--- config.mk ---
export PLATFORM = sky130hd
export DESIGN_NAME = branch_history_table
export DESIGN_NICKNAME = d
export VERILOG_FILES = /design/src/rtl/branch_pkg.sv /design/src/rtl/branch_history_table.sv
export SDC_FILE = /design/constraint.sdc
export NUM_CORES = 1
export LEC_CHECK = 0
export CELL_PAD_IN_SITES_DETAIL_PLACEMENT = 1
export CELL_PAD_IN_SITES_GLOBAL_PLACEMENT = 2
export CORE_ASPECT_RATIO = 1.25
export CORE_MARGIN = 3
export CORE_UTILIZATION = 30
export CTS_CLUSTER_SIZE = 24
export DETAILED_ROUTE_END_ITERATION = 8
export PLACE_DENSITY = 0.64
export SLEW_MARGIN = 20
export SYNTH_ARGS = -nofsm -noshare
export SYNTH_HDL_FRONTEND = slang
export SYNTH_SLANG_ARGS = --single-unit
--- constraint.sdc ---
create_clock -name clk -period 5 [get_ports clk]
set_input_delay 0.75 -clock clk [delete_from_list [all_inputs] [get_ports clk]]
set_output_delay 0.75 -clock clk [all_outputs]
set_load 0.01 [all_outputs]
--- src/rtl/branch_pkg.sv ---
// Shared branch definitions: condition codes, counter reset value and the
// condition resolver used by branch_predict_checker.
package branch_pkg;

  localparam logic [2:0] COND_NONE = 3'd0;
  localparam logic [2:0] COND_JUMP = 3'd1;
  localparam logic [2:0] COND_BEZ  = 3'd2;
  localparam logic [2:0] COND_BNE  = 3'd3;
  localparam logic [2:0] COND_BEQ  = 3'd4;
  localparam logic [2:0] COND_BLTZ = 3'd5;
  localparam logic [2:0] COND_BGEZ = 3'd6;
  localparam logic [2:0] COND_BGTZ = 3'd7;

  localparam logic [1:0] CNT_RESET = 2'b01;

  // Operands are sign-extended to this width before resolving, so the one
  // function serves every WORD_LEN up to 64.
  localparam int unsigned OPND_W = 64;

  function automatic logic cond_taken(input logic [2:0]        cond,
                                      input logic signed [OPND_W-1:0] reg1,
                                      input logic signed [OPND_W-1:0] reg2);
    logic taken;
    taken = 1'b0;
    case (cond)
      COND_NONE: taken = 1'b0;
      COND_JUMP: taken = 1'b1;
      COND_BEZ:  taken = (reg1 == '0);
      COND_BNE:  taken = (reg1 != reg2);
      COND_BEQ:  taken = (reg1 == reg2);
      COND_BLTZ: taken = (reg1 < 0);
      COND_BGEZ: taken = (reg1 >= 0);
      COND_BGTZ: taken = (reg1 > 0);
      default:   taken = 1'b0;
    endcase
    return taken;
  endfunction

endpackage

--- src/rtl/branch_history_table.sv ---
// Direct-mapped table of 2-bit saturating counters with an asynchronous
// read port and a single saturating update port.
module branch_history_table
  import branch_pkg::*;
#(
  parameter int unsigned DEPTH = 16,
  parameter int unsigned IDX_W = 4
) (
  input  logic             clk,
  input  logic             rst,
  input  logic [IDX_W-1:0] rd_idx,
  output logic             rd_taken,
  input  logic             wr_en,
  input  logic [IDX_W-1:0] wr_idx,
  input  logic             wr_taken
);

  logic [1:0] cnt [DEPTH];
  logic [1:0] cur;
  logic [1:0] nxt;

  assign cur      = cnt[wr_idx];
  assign rd_taken = cnt[rd_idx][1];

  always_comb begin
    nxt = cur;
    if (wr_taken) begin
      if (cur != 2'b11) nxt = cur + 2'b01;
    end else begin
      if (cur != 2'b00) nxt = cur - 2'b01;
    end
  end

  // Read is combinational off the registered array, so a same-cycle update
  // is only seen on the following cycle.
  always_ff @(posedge clk or negedge rst) begin
    if (!rst) begin
      for (int unsigned i = 0; i < DEPTH; i++) cnt[i] <= CNT_RESET;
    end else if (wr_en) begin
      cnt[wr_idx] <= nxt;
    end
  end

endmodule

==> results of run 1 <==
==> cell usage after synthesis (4+ instances only) <==
cell type  number
mux2_2         19
dfrtp_1        16
dfstp_2        16
nand2_1        16
nor2_1         11
mux4_2         10
mux2i_1         8
o31ai_1         8
mux2_1          7
nand2b_1        6
nand3_1         5
nor3b_1         5
nor2b_1         4
==> through the flow <==
stage | std cells | util, % | total power [mW] | hold WS (ns)
3_3_place_gp | 258 | 34.8 | 0.713 | 0.509
2_1_floorplan | 166 | - | 0.635 | 0.454
4_1_cts | 266 | 36.0 | 0.926 | 0.541
3_5_place_dp | 258 | 34.8 | 0.734 | 0.525
5_1_grt | 266 | 36.0 | 0.972 | 0.555
6_report | 266 | 36.0 | 0.915 | 0.537
==> area by class of cell <==
type                            instances  area [um^2]
Fill cell                             701         4020
Timing Repair Buffer                   14          135
Tap cell                               85          106
Multi-Input combinational cell        124         1110
Sequential cell                        32          821
Clock inverter                          1         5.00
Clock buffer                            7         76.3
Inverter                                3         11.3
==> kinds of logic after synthesis <==
logic type                 share of synthesized area [%]
and+or+nand+nor                                     16.2
muxes                                               32.3
DFF                                                 41.4
AOI/OAI and AO/OA                                   7.07
buffers and inverters                               2.52
adders and majority gates                          0.568
==> power groups by stage <==
stage	Sequential (mW)	Combinational [mW]	Clock (mW)
CTS	0.449	0.281	0.196
finish	0.448	0.277	0.190
floorplan	0.422	0.213	0
detailed placement	0.454	0.280	0
global route	0.460	0.305	0.208
global placement	0.446	0.267	0
==> path summary, 6_finish.rpt <==
path                                  to  slack, ns  cells past startpoint
worst max-delay path            rd_taken       1.37                      4
worst min-delay path             cnt[15]       0.54                      1
max in group asynchronous        cnt[14]       3.80                      2
min in group asynchronous         cnt[7]       0.86                      2
worst min register to register   cnt[15]       0.54                      1
worst max register to register   cnt[31]       2.92                      5
==> layer usage <==
metal | track usage (%) | vias up | wire, um
met5 | 0 | - | 0
met1 | 16.5 | 746 | 2090
met4 | 7.81 | 0 | 212
li1 | - | 657 | -
met3 | 2.61 | 18 | 103
met2 | 25.2 | 24 | 2780
==> worst reg2reg max path: cells and delay by family (launching register included) <==
family,cells,cell delay (ns)
mux,1,0.25
simple gates,2,0.25
compound gates,2,0.93
flops,1,0.55
==> results.txt, run 1 <==
Ys Warns -> 0
Synth Flop Type -> dfstp_2
Post-route DRC -> 0
Synth Register Bits -> 32
Die Ht -> 96.9 um
type of the worst setup path -> input pin to output port
Mapped Area -> 1980 um^2
Worst Hold Class -> flop to flop
synthesized net count -> 178
Worst path slowest cell -> clkdlybuf4s50_1
Req. time, crit path -> 4.25 ns
CTS Hold Bufs -> 0
clock power share -> 20.8%
Buffers on Ports -> 12
status -> finished clean
Fin. Hold Viols -> 0
largest register by flop count -> cnt
crit path capture type -> output port
Avg Inst Size Synth -> 11.9 um^2
initial antenna violation count -> 0
Worst-path clk slew -> 0.07 ns
cell-internal power -> 632 uW
origin of the worst min-delay path -> cnt[15]
# nets final -> 192
min Tclk post-route -> 3.63 ns
Routed Wire Length -> 5190 um
RSZ-0062 raised after global routing -> no
share of layout cells above drive strength 1 -> 32.0%
CP top delay family -> buffers and inverters
final instance area -> 2270 um^2
Max-slew headroom -> 35.0%
ys async rst share -> 100%
routability cong. -> 0.840
crit path DAT -> 2.88 ns
hpwl dp -> 4030 um
sw frac -> 30.9%
Sink Count -> 32
CP max stage delay -> 0.63 ns
synth unique cells -> 38
Seq/Total Area, Yosys -> 41.4%
max FFs per register -> 32
fin. max-slew vios -> 0
wire per inst -> 19.5 um
n_diodes -> 0
crit start category -> input pin
DR vias/cell -> 5.43
reg2reg start -> cnt[30]
EDFF count, synth -> 0
first-pass GRT wire length -> 8430 um
worst path cell trace -> clkdlybuf4s50_1 -> mux4_2 -> mux4_2 -> clkdlybuf4s50_1
clock latency on the worst-skew pair -> 0.28 ns
GRT overflow -> 0
Leak -> 0.861 nW
skew final -> 0.0131 ns
maximum VDD drop -> 163 uV
die footprint -> 7620 um^2
Antenna Nets Post-Route -> 0
Area growth syn-to-layout -> 14.3%
total iterations of the first detailed-routing run -> 4
pwr/cell area -> 404 nW/um^2
CTS buffer count -> 5
NetSw -> 283 uW
Area after DPL -> 2180 um^2
total core area -> 6290 um^2
post-cts resize count -> 0
commonest cells after routing, fill and taps aside -> mux2_2, nand2_1, dfstp_2, dfrtp_1, clkdlybuf4s50_1
Flop pwr share -> 49.0%
top flop regs -> cnt: 32 flops
FP Rows -> 32
Chip Width -> 78.7 um
post-CTS setup buffers -> 0
largest area contributor in the netlist -> dfstp_2
pre-CTS WS -> 1.33 ns
via count of the first global-routing pass -> 1657
CTS root buffer -> clkbuf_8
H-tree depth -> 2
Total GRT Usage -> 14.5%
I/O pin count -> 13
Combinational Power Share -> 30.2%
Max Freq -> 0.275 GHz
top cell type's share of synthesized area -> 21.2%
vias -> 1445
commonest non-fill, non-tap cell in the layout -> mux2_2
Post-Route Setup TNS -> 0 ns
top post-synthesis cells by area -> dfstp_2, dfrtp_1, mux4_2
Synth Instances -> 166
Critical path origin -> rd_idx[0]
Initial Utilization -> 31.5%
crit-path max FO -> 4
worst setup margin -> 1.37 ns
worst-margin pin slew -> 0.972 ns
Buf+Inv Stages, Crit Path -> 2
period utilisation layout -> 72.7%
Max clock buf depth -> 2
max_cap viols -> 0
largest net degree at the start of global routing -> 33
CTS tree -> built
# setup viols final -> 0
1st-iter DRT viols -> 59
Note: power is estimated with default switching activity, not from simulation.
==> inputs of run 2 (changes only) <==
PLACE_DENSITY = 0.66   (was 0.64)
clock period = 3.1 ns   (was 5 ns; I/O delays follow)
==> run 2 against run 1 <==
Against the previous run: via count grew 0.69%; global-route usage rose by 0.25 points; total power rose by 71%; critical path depth stayed put; wire length fell by 1.0%; cell count is 2.3% higher; utilization rose by 1.6 points; cell area is 4.5% higher; sequential share of layout area is 1.6 points lower; count of clock-buffer cells in the layout shrank 2; first-iteration DRC count up 5.1%; critical endpoint unchanged; highest routed layer unchanged.
==> results.txt, run 2 (same netlist as run 1, synthesis figures left out) <==
hpwl dp -> 3960 um (was 4030 um)
CP top delay family -> buffers and inverters (unchanged)
min Tclk post-route -> 2.77 ns
total core area -> 6290 um^2 (unchanged)
CP Capture Point -> rd_taken (unchanged)
# setup viols final -> 0 (unchanged)
largest net degree at the start of global routing -> 24 (was 33)
commonest cells after routing, fill and taps aside -> mux2_2, nand2_1, dfstp_2, dfrtp_1 (was mux2_2, nand2_1, dfstp_2, dfrtp_1, clkdlybuf4s50_1)
Leak -> 0.920 nW (was 0.861 nW)
vias -> 1455 (was 1445)
post-CTS setup buffers -> 0 (unchanged)
FP Rows -> 32 (unchanged)
CTS Hold Bufs -> 0 (unchanged)
first-pass GRT wire length -> 8600 um (was 8430 um)
CP max stage delay -> 0.56 ns (was 0.63 ns)
CTS tree -> built (unchanged)
Max clock buf depth -> 2 (unchanged)
Worst-path clk slew -> 0.07 ns (about the same)
Total GRT Usage -> 14.7% (was 14.5%)
# nets final -> 198 (was 192)
type of the worst setup path -> input pin to output port (unchanged)
worst r2r path cells -> 5 (unchanged)
Worst Hold Class -> flop to flop (unchanged)
crit-path max FO -> 4 (unchanged)
Max-slew headroom -> 44.9% (was 35.0%)
pre-CTS WS -> 0.0261 ns (was 1.33 ns)
1st-iter DRT viols -> 62 (was 59)
skew final -> 0.00427 ns (was 0.0131 ns)
commonest non-fill, non-tap cell in the layout -> mux2_2 (unchanged)
Finished Core Util -> 37.7% (was 36.0%)
worst path cell trace -> clkdlybuf4s50_1 -> mux4_2 -> mux4_2 -> clkdlybuf4s50_1 (unchanged)
Routed Wire Length -> 5140 um (was 5190 um)
crit start category -> input pin (unchanged)
share of layout cells above drive strength 1 -> 35.3% (was 32.0%)
H-tree depth -> 2 (unchanged)
worst-margin pin slew -> 0.823 ns (was 0.972 ns)
reg2reg start -> cnt[0] (was cnt[30])
Antenna Nets Post-Route -> 0 (unchanged)
initial antenna violation count -> 0 (unchanged)
largest register by flop count -> cnt (unchanged)
status -> finished clean (unchanged)
pwr/cell area -> 662 nW/um^2 (was 404 nW/um^2)
CTS buffer count -> 5 (unchanged)
top flop regs -> cnt: 32 flops (unchanged)
via count of the first global-routing pass -> 1649 (was 1657)
Final Non-Filler Cells -> 272 (was 266)
crit path capture type -> output port (unchanged)
Req. time, crit path -> 2.63 ns (was 4.25 ns)
maximum VDD drop -> 343 uV (was 163 uV)
wire per inst -> 18.9 um (was 19.5 um)
Post-Route Setup TNS -> 0 ns (unchanged)
Die Ht -> 96.9 um (unchanged)
Post-route DRC -> 0 (unchanged)
routability cong. -> 0.806 (was 0.840)
worst setup margin -> 0.327 ns (was 1.37 ns)
RSZ-0062 raised after global routing -> no (unchanged)
Buf+Inv Stages, Crit Path -> 2 (unchanged)
clock latency on the worst-skew pair -> 0.29 ns (was 0.28 ns)
fin. max-slew vios -> 0 (unchanged)
reg2reg setup slack -> 1.04 ns (was 2.92 ns)
Initial Utilization -> 31.5% (unchanged)
Worst path slowest cell -> clkdlybuf4s50_1 (unchanged)
Critical path origin -> rd_idx[1] (was rd_idx[0])
Fillers -> 681 (was 701)
period utilisation layout -> 89.4%
Area growth syn-to-layout -> 19.5% (was 14.3%)
Reg-to-Reg End -> cnt[25] (was cnt[31])
die footprint -> 7620 um^2 (unchanged)
Fin. Hold Viols -> 0 (unchanged)
Chip Width -> 78.7 um (unchanged)
n_diodes -> 0 (unchanged)
Placed Cells -> 264 (was 258)
Max Freq -> 0.361 GHz
max_cap viols -> 0 (unchanged)
DR vias/cell -> 5.35 (was 5.43)
Buffers on Ports -> 12 (unchanged)
Stages on worst setup path -> 4 (unchanged)
Sink Count -> 32 (unchanged)
total iterations of the first detailed-routing run -> 4 (unchanged)
crit path DAT -> 2.31 ns (was 2.88 ns)
max FFs per register -> 32 (unchanged)
I/O pin count -> 13 (unchanged)
GRT overflow -> 0 (unchanged)
CTS root buffer -> clkbuf_8 (unchanged)
[run 2: report_power, final]
part / switching, mW / internal [mW]
logic: 0.205 / 0.253
registers: 0.0975 / 0.617
clock network: 0.159 / 0.238
total: 0.461 / 1.11
[run 2: worst min path at each step]
stage                  from  endpoint  slack [ns]  depth (start not counted)
finish               cnt[5]    cnt[5]        0.52                          1
global route         cnt[5]    cnt[5]        0.55                          1
CTS                  cnt[5]    cnt[5]        0.53                          1
detailed placement   cnt[5]    cnt[5]        0.52                          1
global placement    cnt[27]   cnt[27]        0.52                          2
floorplan               rst   cnt[11]        0.17                          0
[run 2: cell type report]
type / instances / area (um^2) / share of cell area [%]
clock inverter: 3 / 42.5 / 1.80
timing repair buffer: 20 / 208 / 8.77
multi-input combinational: 124 / 1110 / 46.9
inverter: 3 / 11.3 / 0.475
sequential: 32 / 821 / 34.7
clock buffer: 5 / 68.8 / 2.91
tap: 85 / 106 / 4.49
[run 2: through the flow]
stage               hold slack, ns  total power, mW  area [um^2]
floorplan                    0.169             1.02         1980
global placement             0.522             1.16         2250
detailed placement           0.517             1.19         2250
CTS                          0.533             1.60         2370
global route                 0.550             1.68         2370
finish                       0.524             1.57         2370
[run 2: worst register-to-register path: stages (launching register included)]
cell	delay, ns
dfstp_2	0.53
mux2i_1	0.09
and3_1	0.20
nor4_2	0.49
o2111ai_2	0.32
o31ai_1	0.33
[run 2: metal layers]
metal  wire length [um]  GRT usage (%)  part of all wire [%]  vias up
li1                   -              -                     -      678
met1               2050           17.3                    40      753
met2               2860           26.3                    56       16
met3                134           2.98                   2.6        8
met4                 85           4.71                   1.7        0
met5                  0              0                     0        -
[run 2: timing repair]
action | CTS | global route
hold endpoints to repair | 0 | 0
setup endpoints to repair | 0 | 1
gates resized for setup | 0 | 1
==> inputs of run 3 (changes only) <==
CORE_UTILIZATION = 36   (was 30)
PLACE_DENSITY = 0.77   (was 0.66)
==> run 3 against run 2 <==
Against the previous run: cell count is 9.2% lower; combinational power fell by 2%; critical endpoint unchanged; critical path type unchanged; first-iteration DRC count grew 9.7%; sequential power is essentially flat; largest cell class unchanged.
==> results.txt, run 3 (same netlist as run 1, synthesis figures left out) <==
top flop regs -> cnt: 32 flops (unchanged)
Antenna Nets Post-Route -> 0 (unchanged)
Chip Width -> 72.4 um (was 78.7 um)
first-pass GRT wire length -> 8340 um (was 8600 um)
max FFs per register -> 32 (unchanged)
die footprint -> 6440 um^2 (was 7620 um^2)
Area after DPL -> 2210 um^2 (was 2250 um^2)
vias -> 1462 (was 1455)
multi-input logic area -> 1110 um^2 (unchanged)
RSZ-0062 raised after global routing -> no (unchanged)
total core area -> 5190 um^2 (was 6290 um^2)
Finished Core Util -> 45.1% (was 37.7%)
Final Non-Filler Cells -> 247 (was 272)
CP top delay family -> buffers and inverters (unchanged)
Worst path slowest cell -> clkdlybuf4s50_1 (unchanged)
crit path capture type -> output port (unchanged)
hpwl dp -> 3780 um (was 3960 um)
final instance area -> 2340 um^2 (was 2370 um^2)
share of layout cells above drive strength 1 -> 34.6% (was 35.3%)
Post-Route Setup TNS -> 0 ns (unchanged)
CTS tree -> built (unchanged)
Worst Hold Class -> flop to flop (unchanged)
largest net degree at the start of global routing -> 33 (was 24)
Max Freq -> 0.358 GHz (was 0.361 GHz)
CTS root buffer -> clkbuf_8 (unchanged)
Total GRT Usage -> 17.4% (was 14.7%)
crit path DAT -> 2.33 ns (was 2.31 ns)
Area growth syn-to-layout -> 18.1% (was 19.5%)
Sink Count -> 32 (unchanged)
FP Rows -> 29 (was 32)
1st-iter DRT viols -> 68 (was 62)
worst-margin pin slew -> 0.544 ns (was 0.823 ns)
clock latency on the worst-skew pair -> 0.28 ns (was 0.29 ns)
Buf+Inv Stages, Crit Path -> 2 (unchanged)
fin. max-slew vios -> 0 (unchanged)
max_cap viols -> 0 (unchanged)
Buffers on Ports -> 12 (unchanged)
n_diodes -> 0 (unchanged)
Fin. Hold Viols -> 0 (unchanged)
worst setup margin -> 0.307 ns (was 0.327 ns)
commonest non-fill, non-tap cell in the layout -> mux2_2 (unchanged)
pre-CTS WS -> 0.0174 ns (was 0.0261 ns)
skew final -> 0.00733 ns (was 0.00427 ns)
status -> finished clean (unchanged)
WHS -> 0.528 ns (was 0.524 ns)
Design Power -> 1.59 mW (was 1.57 mW)
total iterations of the first detailed-routing run -> 4 (unchanged)
CTS Hold Bufs -> 0 (unchanged)
via count of the first global-routing pass -> 1563 (was 1649)
Placed Cells -> 239 (was 264)
Req. time, crit path -> 2.63 ns (about the same)
DR vias/cell -> 5.92 (was 5.35)
routability cong. -> 0.817 (was 0.806)
Fillers -> 565 (was 681)
period utilisation layout -> 90.1% (was 89.4%)
Routed Wire Length -> 4960 um (was 5140 um)
Register Area -> 821 um^2 (unchanged)
maximum VDD drop -> 367 uV (was 343 uV)
H-tree depth -> 2 (unchanged)
min Tclk post-route -> 2.79 ns (was 2.77 ns)
worst path cell trace -> clkdlybuf4s50_1 -> mux4_2 -> mux4_2 -> clkdlybuf4s50_1 (unchanged)
# nets final -> 196 (was 198)
Max clock buf depth -> 2 (unchanged)
GRT overflow -> 0 (unchanged)
largest register by flop count -> cnt (unchanged)
I/O pin count -> 13 (unchanged)
Die Ht -> 89.0 um (was 96.9 um)
CTS buffer count -> 5 (unchanged)
pwr/cell area -> 681 nW/um^2 (was 662 nW/um^2)
wire per inst -> 20.1 um (was 18.9 um)
# setup viols final -> 0 (unchanged)
Post-route DRC -> 0 (unchanged)
Leak -> 0.921 nW (was 0.920 nW)
post-cts resize count -> 0 (unchanged)
reg2reg setup slack -> 1.09 ns (was 1.04 ns)
post-CTS setup buffers -> 0 (unchanged)
commonest cells after routing, fill and taps aside -> mux2_2, nand2_1, dfstp_2, dfrtp_1 (unchanged)
type of the worst setup path -> input pin to output port (unchanged)
CP max stage delay -> 0.56 ns (about the same)
Max-slew headroom -> 62.8% (was 44.9%)
crit-path max FO -> 4 (unchanged)
initial antenna violation count -> 0 (unchanged)
crit start category -> input pin (unchanged)
Initial Utilization -> 38.2% (was 31.5%)
Worst-path clk slew -> 0.06 ns (was 0.07 ns)
-- run 3: changes by cell type in the layout (fill, tap and decap cells not counted) --
cell / previous run / this run
clkinvlp_4: 1 / 0
clkinv_2: 1 / 0
buf_4: 6 / 4
clkbuf_8: 5 / 7
-- run 3: power breakdown --
part | total [mW] | internal (mW) | leakage [nW] | switching, mW
Combinational | 0.450 | 0.251 | 0.475 | 0.198
Sequential | 0.711 | 0.616 | 0.381 | 0.0948
Clock | 0.432 | 0.283 | 0.0645 | 0.148
Total | 1.59 | 1.15 | 0.921 | 0.441
-- run 3: cell type report --
type / count / share of cell area (%)
clock buffers: 7 / 4.12
well taps: 62 / 3.32
inverters: 3 / 0.481
multi-input cells: 124 / 47.5
repair buffers: 18 / 8.24
flip-flops and latches: 32 / 35.1
clock inverters: 1 / 1.28
-- run 3: final timing paths --
| kind | start | end | depth (start not counted) |
|---|---|---|---|
| worst max-delay path | rd_idx[1] | rd_taken | 4 |
| worst min-delay path | cnt[5] | cnt[5] | 1 |
| worst max register to register | cnt[2] | cnt[31] | 5 |
| worst min register to register | cnt[5] | cnt[5] | 1 |
| max in group asynchronous | rst | cnt[2] | 2 |
| min in group asynchronous | rst | cnt[25] | 2 |
-- run 3: worst reg2reg max path, delay by kind of cell, from the launching register on --
| kind | cells | cell delay [ns] |
|---|---|---|
| simple gates | 2 | 0.67 |
| compound gates | 2 | 0.66 |
| mux | 1 | 0.07 |
| flops | 1 | 0.53 |
-- run 3: layer usage --
| layer | vias to the layer above | global-route usage [%] | part of all wire, % | wire length, um |
|---|---|---|---|---|
| met5 | - | 0 | 0 | 0 |
| met2 | 22 | 32.6 | 55 | 2750 |
| li1 | 668 | - | - | - |
| met4 | 0 | 4.96 | 1.4 | 68 |
| met3 | 7 | 3.15 | 2.5 | 126 |
| met1 | 765 | 20.1 | 41 | 2020 |
